--- src/rtl/risc8_fetch.sv ---
// risc8 instruction fetch/prefetch stage: streams ROM bytes into a small byte
// queue and presents one complete instruction (opcode + immediates) per handshake.
module risc8_fetch #(
  parameter int unsigned           ADDR_W    = 16,
  parameter int unsigned           DEPTH     = 4,
  parameter logic [ADDR_W-1:0]     RESET_VEC = '0
) (
  input  logic              clk,
  input  logic              rst_n,
  output logic              rom_rd,
  output logic [ADDR_W-1:0] rom_addr,
  input  logic [7:0]        rom_data,
  input  logic              redir,
  input  logic [ADDR_W-1:0] redir_addr,
  output logic              ins_valid,
  input  logic              ins_ready,
  output logic [7:0]        ins_op,
  output logic [15:0]       ins_imm,
  output logic [1:0]        ins_size,
  output logic [ADDR_W-1:0] ins_pc
);

  localparam int unsigned CNT_W = $clog2(DEPTH + 1);

  // Instruction length minus one, decoded from the opcode byte.
  function automatic logic [1:0] op_size(input logic [7:0] op);
    logic [1:0] sz;
    sz = 2'd0;
    if (op == 8'hF0 || op == 8'hF2)
      sz = 2'd2;
    else if (op inside {8'h00, 8'h05, 8'h0A, 8'h0F, 8'hFC, 8'hFD} || op[7:4] == 4'h8)
      sz = 2'd1;
    return sz;
  endfunction

  logic [7:0]        q_data   [DEPTH];
  logic [ADDR_W-1:0] q_addr   [DEPTH];
  logic [7:0]        q_data_n [DEPTH];
  logic [ADDR_W-1:0] q_addr_n [DEPTH];
  logic [CNT_W-1:0]  count, count_n;
  logic [ADDR_W-1:0] fetch_addr;
  logic [ADDR_W-1:0] rd_addr_q;
  logic              rd_q;

  logic [1:0]        head_size;
  logic [CNT_W-1:0]  head_len;
  logic [CNT_W-1:0]  pop_n;
  logic [CNT_W:0]    occupancy;
  logic              push;

  assign head_size = op_size(q_data[0]);
  assign head_len  = CNT_W'({1'b0, head_size}) + CNT_W'(1);
  assign ins_valid = (count >= head_len);

  // Space is judged from registered state only, so same-cycle pops free nothing.
  assign occupancy = {1'b0, count} + (CNT_W+1)'(rd_q);
  assign rom_rd    = rst_n & ~redir & (occupancy < (CNT_W+1)'(DEPTH));
  assign rom_addr  = fetch_addr;

  assign pop_n = (ins_valid && ins_ready && !redir) ? head_len : '0;
  assign push  = rd_q & ~redir;

  assign ins_op   = q_data[0];
  assign ins_pc   = q_addr[0];
  assign ins_size = ins_valid ? head_size : 2'd0;
  assign ins_imm  = ins_valid ? {(head_size == 2'd2) ? q_data[2] : 8'h00,
                                 (head_size != 2'd0) ? q_data[1] : 8'h00} : 16'h0000;

  // Queue update: shift out popped bytes, append the returning byte at the new tail.
  always_comb begin
    int src;
    int wr;
    for (int i = 0; i < int'(DEPTH); i++) begin
      q_data_n[i] = 8'h00;
      q_addr_n[i] = '0;
    end
    count_n = count;
    for (int i = 0; i < int'(DEPTH); i++) begin
      src = i + int'(pop_n);
      if (src < int'(DEPTH)) begin
        q_data_n[i] = q_data[src];
        q_addr_n[i] = q_addr[src];
      end
    end
    wr = int'(count) - int'(pop_n);
    if (push && wr >= 0 && wr < int'(DEPTH)) begin
      q_data_n[wr] = rom_data;
      q_addr_n[wr] = rd_addr_q;
    end
    count_n = count - pop_n + CNT_W'(push);
    if (redir)
      count_n = '0;
  end

  // Queue, fetch pointer and in-flight read tag.
  always_ff @(posedge clk or negedge rst_n) begin
    if (!rst_n) begin
      for (int i = 0; i < int'(DEPTH); i++) begin
        q_data[i] <= 8'h00;
        q_addr[i] <= (i == 0) ? RESET_VEC : '0;
      end
      count      <= '0;
      fetch_addr <= RESET_VEC;
      rd_addr_q  <= RESET_VEC;
      rd_q       <= 1'b0;
    end else begin
      for (int i = 0; i < int'(DEPTH); i++) begin
        q_data[i] <= q_data_n[i];
        q_addr[i] <= q_addr_n[i];
      end
      count <= count_n;
      rd_q  <= rom_rd;
      if (rom_rd)
        rd_addr_q <= fetch_addr;
      if (redir)
        fetch_addr <= redir_addr;
      else if (rom_rd)
        fetch_addr <= fetch_addr + ADDR_W'(1);
    end
  end

endmodule

--- config.mk ---
export PLATFORM = sky130hd
export DESIGN_NAME = risc8_fetch
export DESIGN_NICKNAME = d
export VERILOG_FILES = /design/src/rtl/risc8_fetch.sv
export SDC_FILE = /design/constraint.sdc
export NUM_CORES = 1
export LEC_CHECK = 0
export ABC_CLOCK_PERIOD_IN_PS = 4000
export CAP_MARGIN = 20
export CORE_MARGIN = 1
export CORE_UTILIZATION = 51
export DETAILED_ROUTE_END_ITERATION = 7
export PLACE_DENSITY = 0.79
export SETUP_SLACK_MARGIN = 0.05
export SYNTH_ARGS = -nofsm -noshare
export SYNTH_HDL_FRONTEND = slang
export SYNTH_SLANG_ARGS = --single-unit
--- constraint.sdc ---
create_clock -name clk -period 4 [get_ports clk]
set_input_delay 0.6 -clock clk [delete_from_list [all_inputs] [get_ports clk]]
set_output_delay 0.6 -clock clk [all_outputs]
set_load 0.005 [all_outputs]
Word level (Yosys, flattened, before mapping)
Cells that the tools add are included.
{"block": "classes", "addsub": 9, "n_lt_le_gt_ge": 14, "n_eq_ne": 9, "mux": 50, "bitwise": 9, "n_reduce_logical": 12}
{"cell": "16-bit two-way mux", "n": 16}
{"cell": "32-bit by 3-bit >= comparator with 1-bit output, second input constant", "n": 5}
{"cell": "16-bit binary-select mux with 2-bit select", "n": 4}
{"cell": "8-bit two-way mux", "n": 15}
{"cell": "4-bit inverter with 32-bit output", "n": 3}
{"cell": "8-bit binary-select mux with 2-bit select", "n": 4}
{"cell": "64-bit bitwise mux", "n": 1}
{"cell": "64-bit two-way mux", "n": 1}
{"cell": "32-bit bitwise mux", "n": 1}
{"cell": "16-bit demux with 2-bit select", "n": 1}
{"cell": "8-bit == test, second input constant", "n": 4}
{"cell": "32-bit by 1-bit less-than comparator with 1-bit output, second input constant", "n": 1}
{"cell": "32-bit two-way mux", "n": 1}
{"cell": "3-bit inverter with 32-bit output", "n": 1}
{"cell": "32-bit inverter", "n": 1}
{"cell": "16-bit by 1-bit adder with 16-bit output, second input constant", "n": 1}
{"cell": "8-bit demux with 2-bit select", "n": 1}
{"cell": "8-bit by 4-bit == test with 1-bit output, second input constant", "n": 2}
{"cell": "4-bit by 3-bit less-than comparator with 1-bit output, second input constant", "n": 4}
{"cell": "2-bit by 3-bit adder with 4-bit output, first input constant", "n": 2}
{"cell": "8-bit by 3-bit == test with 1-bit output, second input constant", "n": 1}
{"cell": "8-bit zero test", "n": 1}
{"cell": "3-bit two-way mux", "n": 2}
{"cell": "6-bit nonzero test", "n": 1}
{"cell": "20 further kinds", "n": 29}
{"block": "totals", "regBits": 132, "input_bits": 28, "word_cells": 115}

Logic depth before layout (Yosys ltp)
Gate-level depths: netlist of run 1.
{"block": "depth", "depth_word": 18, "depth_mapped": 21, "ltp_nobuf": 17}

Worst setup path after synthesis of run 1
OpenSTA, ideal clock, no wires.
{"block": "synth_timing", "path_kind": "register to register", "start": "register q_data (netlist bit ins_op[2])", "end": "register q_addr[12] (netlist name)", "setup_ns": 0.121, "arrival_time_ns": 4.220, "required_ns": 3.879, "setup_slack_ns": -0.341, "path_stages_with_launch": 22, "path_cell_list": "dfrtp_1 -> xnor2_1 -> a21o_1 -> a21oi_2 -> clkbuf_1 -> ha_1 -> nand2b_1 -> a31oi_2 -> nor3b_1 -> and2_1 -> buf_6 -> ha_1 -> inv_1 -> fa_1 -> or3b_1 -> a221oi_2 -> nand2_1 -> nor2_2 -> nor2b_1 -> clkbuf_1 -> buf_2 -> a22o_1"}
{"element": "start: declaration", "line_no": "36", "rtl": "logic [7:0] q_data [DEPTH];"}
{"element": "start signal: indexed assignment", "line_no": "108", "rtl": "q_data[i] <= q_data_n[i];"}
{"element": "end signal: indexed assignment", "line_no": "100", "rtl": "q_addr[i] <= (i == 0) ? RESET_VEC : '0;"}
{"element": "end signal: indexed assignment", "line_no": "109", "rtl": "q_addr[i] <= q_addr_n[i];"}
{"element": "end: declaration", "line_no": "37", "rtl": "logic [ADDR_W-1:0] q_addr [DEPTH];"}

==> impl_results.md, run 1 <==
* Post-synthesis sequential area ratio at about two fifths
* Worst Path Required at 4310 ps
* Hold WC Path Type: input port to asynchronous set/reset pin
* Rows at 45
* TritonCTS Buffers at 17
* VDD IR max at 0.373 mV
* Grt total ovfl at 0
* # fillers at 1215
* DR vias/cell at 6.23
* Post-synth top area share at 41.1%
* Distinct cells, synth at 51
* Skew final at 7.90 ps
* Leading cell type in the layout, fill and taps excluded: mux2i_1
* Register bit total from synthesis at 132
* CP delay by family, top: simple AND/OR/NAND/NOR gates
* CTS Buffer Depth at 2
* Antenna violations before repair at 0
* Sequential Area at roughly 3300 um2
* Crit-path max FO at 10
* Synth Area in Compound Gates at 19.1%
* Slowest CP cell: dfrtp_1
* Crit path kind: register to register
* Area share of xor/xnor cells in the synthesized design at 0.436%
* Die Area at 16300 um2
* Clk root buf: clkbuf_16
* Final Critical Period at 4000 ps
* Synthesized-area fraction occupied by adder cells at around 2.5%
* Synth Instances at 816
* Ant. Diodes at 0
* Setup ws final at 4.94 ps
* Commonest non-fill, non-tap cells in the layout: mux2i_1, dfrtp_1, nand2_1
* Synth-to-layout area growth at 25.9%
* Cell area after synthesis at 8030 um2
* PD cells at 732 nW/um2
* Area occupied by multi-input gates at roughly 4500 um2
* Drt wl/cell at 20.8 um
* First-pass GRT wire length at approximately 36000 um
* Clock sink count at approximately 130
* # setup viols final at 0
* Layout cell share with drive strength beyond 1 at 15.0%
* Die X at 128 um
* Crit. End Element: register
* Worst hold slack at 47.9 ps
* GPL Wtd Cong at 0.858
* DP Worst Slack at -125 ps
* Synth Area in Simple Gates at 11.9%
* Cell Count Post-Placement at between 1000 and 1500
* Post-Route WL at 23100 um
* IO Count at 88
* GRT Total Usage at 28.6%
* Largest net degree at the start of global routing at 72
* Final hold vios at 0
* RSZ-0062 raised after global routing: true
* Nets at 932
* Worst-margin pin slew at 838 ps
* FF-to-FF End: q_data[17]
* CP Buf/Inv Count at 3
* Detailed Place HPWL at 14100 um
* Final TNS setup at 0 ps
* Synth top area cells: dfrtp_1, mux2i_1, nand2_1
* F_max at approximately 0.25 GHz
* Mean Syn Cell Area at ~10 um2
* Async S/R FF share, synth at 100%
* DRC at 0
* Mux share of post-synthesis cell area at 18.8%
* DRT Pass-1 Iters at 8
* Crit-path cells: buf_6 > nand3b_1 > nor2_2 > a21oi_4 > ha_4 > nand2b_4 > a31oi_4 > nor3b_4 > and2_4 > ha_4 > inv_2 > fa_2 > or3b_4 > a221oi_4 > nand2_1 > nor2_4 > buf_4 > nor2_4 > a22o_1
* DR vias at roughly 6900
* Die Y at 128 um
* Ys flop type: dfrtp_1
* Area leader, netlist: dfrtp_1
* Final Max Tran Viols at 0
* R2r startpoint: ins_op[2]
* Synth warnings at 0
* Vias in the first global route at ~6700
* Outcome: complete, no violations
* H-tree levels at 4
* Initial DRC Count at 638
* IO buf count at 87
* ANT nets after route at 0
* Worst r2r path cells at 19
* Clk_lat worst skew at approximately 430 ps
* Max stage delay on crit path at 430 ps
* EDFF count, synth at 0
* Max Cap Viol at 0
* Non-filler instance count after layout at about 1100
* Core box area at 15300 um2
* Largest family of logic cells by synthesized area: compound AO/OA/AOI/OAI gates
* Slew Limit Headroom at between 40 and 50%
* Startpoint types: register
* Final period util at 99.9%
* CTS tree: built
* R2r setup slk at around 4.9 ps
* Reg clk slew, reported paths at 60 ps
* Leakage Power at approximately 4.6 nW
* Initial Utilization at 52.5%
* Critical path arrival at 4310 ps
worst max-delay path by stage:
stage | to | slack, ps | depth (start not counted) | start
global placement | q_data[5] | -8 | 15 | ins_op[0]
floorplan | q_addr[12] | -50 | 21 | ins_op[1]
CTS | q_data[5] | 60 | 16 | ins_op[0]
detailed placement | q_data[5] | -130 | 15 | ins_op[0]
global route | q_data[6] | -90 | 19 | ins_op[2]
finish | q_data[17] | 5 | 19 | ins_op[2]
final cells by class:
| class | count | share of cell area [%] |
|---|---|---|
| Sequential cell | 132 | 32.7 |
| Multi-Input combinational cell | 591 | 44.2 |
| Clock inverter | 12 | 1.77 |
| Clock buffer | 20 | 4.42 |
| Timing Repair Buffer | 133 | 13.7 |
| Tap cell | 211 | 2.61 |
| Inverter | 15 | 0.582 |
stage by stage:
stage	utilization, %	instance area, um2	total power, mW
6_report	66.0	10100	7.40
5_1_grt	66.0	10100	7.78
4_1_cts	64.9	9940	7.27
3_5_place_dp	60.3	9240	5.54
3_3_place_gp	60.3	9240	5.43
2_1_floorplan	-	8150	4.49
kinds of logic (layout without fill, tap and decap cells):
kind of cell / count (synthesis) / after routing
buffers and inverters: 98 / 180
xor gates and xnor gates: 4 / 4
and+or+nand+nor: 216 / 219
adders and majority gates: 14 / 14
muxes: 151 / 151
AOI/OAI and AO/OA: 200 / 200
other: 1 / 3
DFF: 132 / 132
state kept, by name, indices dropped and copies added (netlist names):
name and flops:
ins_pc 16, q_addr 48, rd_addr_q 16, ins_op 8, rd_q 1, rom_addr 16, count 3, q_data 24
routing by layer:
layer / GRT usage [%] / vias to the layer above / share of wire, %
li1: - / 3114 / -
met1: 36.7 / 3452 / 42
met2: 47.7 / 305 / 49
met3: 4.48 / 65 / 6.0
met4: 12.8 / 0 / 3.0
met5: 0 / - / 0
where the power goes:
group	leakage [nW]	switching, mW	total [mW]	internal, mW
Sequential	1.72	0.585	2.38	1.79
Clock	0.297	0.598	1.66	1.06
Combinational	2.54	1.65	3.37	1.71
repair_timing:
action | in CTS | in global routing
setup buffers | 0 | 7
gates cloned | 2 | 2
endpoints found under the hold margin | 0 | 0
resized for setup | 14 | 17
pin swaps | 5 | 12
setup endpoints to repair | 72 | 106
hold buffers | 0 | 0
worst reg2reg max path: stages (launching register included):
cell and delay (ps):
dfrtp_1 430, buf_6 130, nand3b_1 160, nor2_2 210
a21oi_4 70, ha_4 270, nand2b_4 110, a31oi_4 100
nor3b_4 260, and2_4 190, ha_4 130, inv_2 30
fa_2 330, or3b_4 390, a221oi_4 310, nand2_1 160
nor2_4 130, buf_4 170, nor2_4 100, a22o_1 200
cell usage after synthesis (4+ instances only):
master and count:
dfrtp_1 132, a22o_1 42, o31ai_1 24, nor2_1 40, a221o_1 10, a21oi_1 29, buf_2 13, nor3_1 4
mux2i_1 151, ha_1 11, nand3_1 8, o221a_2 24, clkbuf_1 43, and3_1 5, nor4_1 4, buf_4 25
and2_1 17, inv_1 13, o21ai_1 9, o21ai_0 32, nand2b_1 6, nand2_1 117
Power figures use the tool's default switching activity.
==> run 2: changes to the inputs <==
--- a/config.mk
+++ b/config.mk
@@ -10,7 +10,8 @@
 export CORE_MARGIN = 1
 export CORE_UTILIZATION = 51
 export DETAILED_ROUTE_END_ITERATION = 7
-export PLACE_DENSITY = 0.79
+export DONT_BUFFER_PORTS = 1
+export PLACE_DENSITY = 0.72
 export SETUP_SLACK_MARGIN = 0.05
 export SYNTH_ARGS = -nofsm -noshare
 export SYNTH_HDL_FRONTEND = slang
==> run 2 against run 1 <==
Count of clock-buffer cells in the layout rose by 1. Largest cell class unchanged. Critical endpoint is now q_addr[13]. Sequential share of layout area is 3.4 points higher. Cell area fell by 9.4%. Sequential power hardly changed. Largest power group unchanged. The flow now finishes with violations (setup timing).
==> impl_results.md, run 2 (synthesized netlist as in run 1, its figures left out) <==
* Leakage Power at 4.24 nW
* Largest net degree at the start of global routing at 133
* Final Max Tran Viols at 0
* Outcome: finished with violations
* Crit. End Element: register
* # fillers at 1243
* Die Y at about 130 um
* Worst-margin pin slew at 775 ps
* GPL Wtd Cong at 0.876
* Leading cell type in the layout, fill and taps excluded: mux2i_1
* Sequential Area at between 3000 and 4000 um2
* Nets at 854
* RSZ-0062 raised after global routing: true
* Failing checks: setup timing
* VDD IR max at 0.379 mV
* CTS Buffer Depth at 2
* # setup viols final at 3
* Die Area at 16300 um2
* First-pass GRT wire length at 35900 um
* R2r startpoint: ins_op[2]
* PD cells at approximately 760 nW/um2
* Rows at 45
* Final Critical Period at about 4000 ps
* R2r setup slk at -10 ps
* Worst r2r path cells at 17
* Skew final at 5.55 ps
* Drt wl/cell at around 22 um
* IO Count at 88
* Clock sink count at 132
* Initial Utilization at 52.5%
* Largest Register: q_addr
* Post-Route WL at 22900 um
* Final TNS setup at -25.4 ps
* Critical path arrival at 4320 ps
* FF-to-FF End: q_addr[13]
* Synth-to-layout area growth at 14.0%
* Max Cap Viol at 0
* Crit-path max FO at 11
* Initial DRC Count at about 600
* CTS tree: built
* F_max at 0.249 GHz
* Startpoint types: register
* Area occupied by multi-input gates at 4400 um2
* Reg clk slew, reported paths at 60 ps
* Antenna violations before repair at 0
* IO buf count at 0
* Slew Limit Headroom at between 40% and 50%
* Largest regs: q_addr x48, q_data x24
* Core box area at between 15000 and 20000 um2
* Commonest non-fill, non-tap cells in the layout: mux2i_1, dfrtp_1, nand2_1
* DR vias at a little under 7000
* Worst Path Required at ~4300 ps
* Clk_lat worst skew at about 420 ps
* H-tree levels at 4
* Layout cell share with drive strength beyond 1 at 17.1%
* GRT Total Usage at between 20% and 30%
* Max reg flops at 48
* Design Power at 6.92 mW
* Grt total ovfl at 0
* Final period util at 100%
* Detailed Place HPWL at around 14000 um
* DRC at 0
* Vias in the first global route at 6673
* DR vias/cell at 6.52
* Clk root buf: clkbuf_16
* Die X at ~130 um
* Hold WC Path Type: input port to asynchronous set/reset pin
* Crit path kind: register to register
* Setup ws final at -14.3 ps
* ANT nets after route at 0
* Ant. Diodes at 0
* DRT Pass-1 Iters at 6
* Final hold vios at 0
* TritonCTS Buffers at 17
## run 2: routing by layer
layer	track usage, %	routed length [um]
met5	0	0
met4	13.0	608
met3	5.99	1700
met2	48.6	11300
met1	35.7	9290
## run 2: critical path: stages, from the launching register on
cell and delay (ps):
dfrtp_1 420, or3_4 410, a21oi_2 140, a21oi_2 60
ha_1 340, a31oi_4 120, nor3b_4 240, and2_4 190
ha_4 130, inv_2 30, fa_2 330, or3b_4 390
a221oi_4 300, nand2_2 140, nor2_4 180, nor2b_4 70
buf_4 190, a22o_1 220
## run 2: per-stage QoR
stage	worst slack, ps	hold slack [ps]	cells	area (um2)	utilization, %
after global placement	43.7	310	995	8420	55.0
after CTS	37.7	194	1029	9020	58.9
after global routing	-182	213	1036	9160	59.8
after floorplan	-46.5	304	818	8150	-
final	-14.3	100	1036	9160	59.8
after detailed placement	-76.3	308	995	8420	55.0
## run 2: where the power goes
part           switching, mW  internal (mW)
logic                   1.60           1.48
clock network          0.575          0.876
registers              0.586           1.79
total                   2.76           4.15
## run 2: how the worst max path moves through the flow
stage / start / depth (start not counted) / slack (ps) / end
floorplan: ins_op[1] / 21 / -50 / q_addr[12]
global placement: ins_op[0] / 17 / 40 / q_data[10]
detailed placement: ins_op[0] / 17 / -80 / q_addr[18]
CTS: ins_op[0] / 16 / 40 / q_addr[23]
global route: ins_op[2] / 17 / -180 / q_data[6]
finish: ins_op[2] / 17 / -10 / q_addr[13]
## run 2: final cells by class
type	instances	area share [%]
Sequential cell	132	36.1
Multi-Input combinational cell	588	48.0
Clock buffer	21	5.03
Inverter	15	0.642
Clock inverter	11	0.929
Tap cell	211	2.88
Timing Repair Buffer	58	6.45
## run 2: repair_timing
action,in CTS,in global routing
gates cloned,0,0
buffers inserted,1,8
hold buffers,1,0
endpoints found under the setup margin,74,96
pin swaps,4,9
resized for setup,4,19
endpoints found under the hold margin,132,0
==> run 3: changes to the inputs <==
--- a/config.mk
+++ b/config.mk
@@ -5,13 +5,13 @@
 export SDC_FILE = /design/constraint.sdc
 export NUM_CORES = 1
 export LEC_CHECK = 0
-export ABC_CLOCK_PERIOD_IN_PS = 4000
+export ABC_CLOCK_PERIOD_IN_PS = 4050
 export CAP_MARGIN = 20
 export CORE_MARGIN = 1
-export CORE_UTILIZATION = 51
+export CORE_UTILIZATION = 56
 export DETAILED_ROUTE_END_ITERATION = 7
 export DONT_BUFFER_PORTS = 1
-export PLACE_DENSITY = 0.72
+export PLACE_DENSITY = 0.74
 export SETUP_SLACK_MARGIN = 0.05
 export SYNTH_ARGS = -nofsm -noshare
 export SYNTH_HDL_FRONTEND = slang
==> constraint.sdc (replaced) <==
create_clock -name clk -period 4.05 [get_ports clk]
set_input_delay 0.6075 -clock clk [delete_from_list [all_inputs] [get_ports clk]]
set_output_delay 0.6075 -clock clk [all_outputs]
set_load 0.005 [all_outputs]
==> run 3 against run 2 <==
The run now ends clean. Hold slack improved by 8.7 ps. Clock skew increased by 5.2 ps. Total power decreased by 2.4%. Global-route usage increased by 2.5 points. Setup slack improved by 220 ps. Cell area decreased by 2.2%. Sequential cell count unchanged. Sequential share of layout area increased by 0.83 points. Critical path type unchanged. Largest cell class unchanged. Largest power group unchanged.
==> impl_results.md, run 3 (synthesized netlist as in run 1, its figures left out) <==
* Crit path kind: register to register
* ANT nets after route at 0
* Startpoint types: register
* Non-filler instance count after layout at 990
* RSZ-0062 raised after global routing: true
* DR vias/cell at 6.78
* VDD IR max at around 0.35 mV
* Crit-path max FO at 11
* CP Buf/Inv Count at 2
* Final hold vios at 0
* Worst hold slack at 109 ps
* Post-route cell area at 8960 um2
* Grt total ovfl at 0
* CP delay by family, top: compound AO/OA/AOI/OAI gates
* Setup ws final at about 200 ps
* Die Area at 14800 um2
* First-pass GRT wire length at 35200 um
* Layout cell share with drive strength beyond 1 at between 10% and 20%
* Slowest CP cell: dfrtp_1
* H-tree levels at 4
* Leading cell type in the layout, fill and taps excluded: mux2i_1
* DRC at 0
* Final period util at 95.0%
* Final Core Density at 64.3%
* GRT Total Usage at 31.4%
* Final TNS setup at 0 ps
* Cell Count Post-Placement at 957
* Hold WC Path Type: input port to asynchronous set/reset pin
* GPL Wtd Cong at 0.866
* DRT Pass-1 Iters at 5
* # setup viols final at 0
* DP Worst Slack at 19.9 ps
* Largest Register: q_addr
* Skew final at about 11 ps
* Final Max Tran Viols at 0
* Ant. Diodes at 0
* Initial DRC Count at 694
* TritonCTS Buffers at 17
* Core box area at 13900 um2
* Max stage delay on crit path at 420 ps
* Crit-path cells: xnor2_1 > a21o_1 > a21oi_2 > ha_4 > nand2b_4 > a31oi_4 > nor3b_2 > buf_4 > nand2b_2 > ha_1 > fa_1 > or3b_4 > a221oi_4 > nand2_2 > nor2_4 > nor2b_1 > buf_4 > a32o_1
* Outcome: complete, no violations
* Largest regs: q_addr x48, q_data x24
* Commonest non-fill, non-tap cells in the layout: mux2i_1, dfrtp_1, nand2_1
* Drt wl/cell at 22.6 um
* IO buf count at 0
* Nets at 842
* Initial Utilization at just under 60%
* Die Y at 122 um
* Clock sink count at between 100 and 150
* Crit-path most repeated cell: buf_4
* Max reg flops at 48
* Design Power at ~6.7 mW
* Max Cap Viol at 0
* IO Count at 88
* Placed Area at 8290 um2
* Vias in the first global route at 6568
* Slew Limit Headroom at 46.4%
* Reg clk slew, reported paths at 60 ps
* Synth-to-layout area growth at 11.5%
* Worst Path Required at 4360 ps
* Detailed Place HPWL at 13800 um
* Crit. End Element: register
* Antenna violations before repair at 0
* Clk root buf: clkbuf_16
* CTS tree: built
* F_max at around 0.26 GHz
* Worst-margin pin slew at roughly 800 ps
* Post-Route WL at 22400 um
* Largest net degree at the start of global routing at 133
* Critical path arrival at approximately 4200 ps
* Die X at 122 um
* Rows at 43
* PD cells at 753 nW/um2
* Clk_lat worst skew at approximately 430 ps
* Final Critical Period at about 3800 ps
* Leakage Power at roughly 4.1 nW
* DR vias at roughly 6700
* CTS Buffer Depth at 2
run 3: power by group:
| part | leakage (nW) | switching, mW | total, mW | internal (mW) |
|---|---|---|---|---|
| Sequential | 1.72 | 0.591 | 2.37 | 1.77 |
| Clock | 0.273 | 0.550 | 1.47 | 0.922 |
| Combinational | 2.14 | 1.54 | 2.91 | 1.38 |
| Total | 4.13 | 2.68 | 6.75 | 4.07 |
run 3: final timing paths:
check                               end  slack (ps)          from  cells after the start
setup / recovery              q_data[5]         200     ins_op[3]                     18
hold / removal               q_data[19]         110         rst_n                      1
setup reg to reg              q_data[5]         200     ins_op[3]                     18
hold reg to reg            rd_addr_q[0]         560  rd_addr_q[0]                      2
max in group asynchronous     ins_op[6]        3300         rst_n                      1
min in group clk               count[2]         250         redir                      1
run 3: cell type report:
type | instances | area, um2
Inverter | 15 | 58.8
Timing Repair Buffer | 46 | 432
Tap cell | 180 | 225
Sequential cell | 132 | 3310
Fill cell | 1088 | 4980
Clock inverter | 6 | 80.1
Clock buffer | 23 | 468
Multi-Input combinational cell | 588 | 4390
run 3: what timing repair did:
item,CTS,global route
endpoints found under the hold margin,132,0
gates cloned,0,0
setup endpoints to repair,20,96
hold buffers,1,0
gates resized for setup,3,11
pin swaps,0,5
setup buffers,0,3
run 3: layer usage:
layer  wire length [um]  vias up  track usage, %
met5                  0        -               0
met4                378        0            12.0
met3               1860       36            8.38
met2              10700      351            51.2
met1               9410     3388            39.6
li1                   -     2938               -
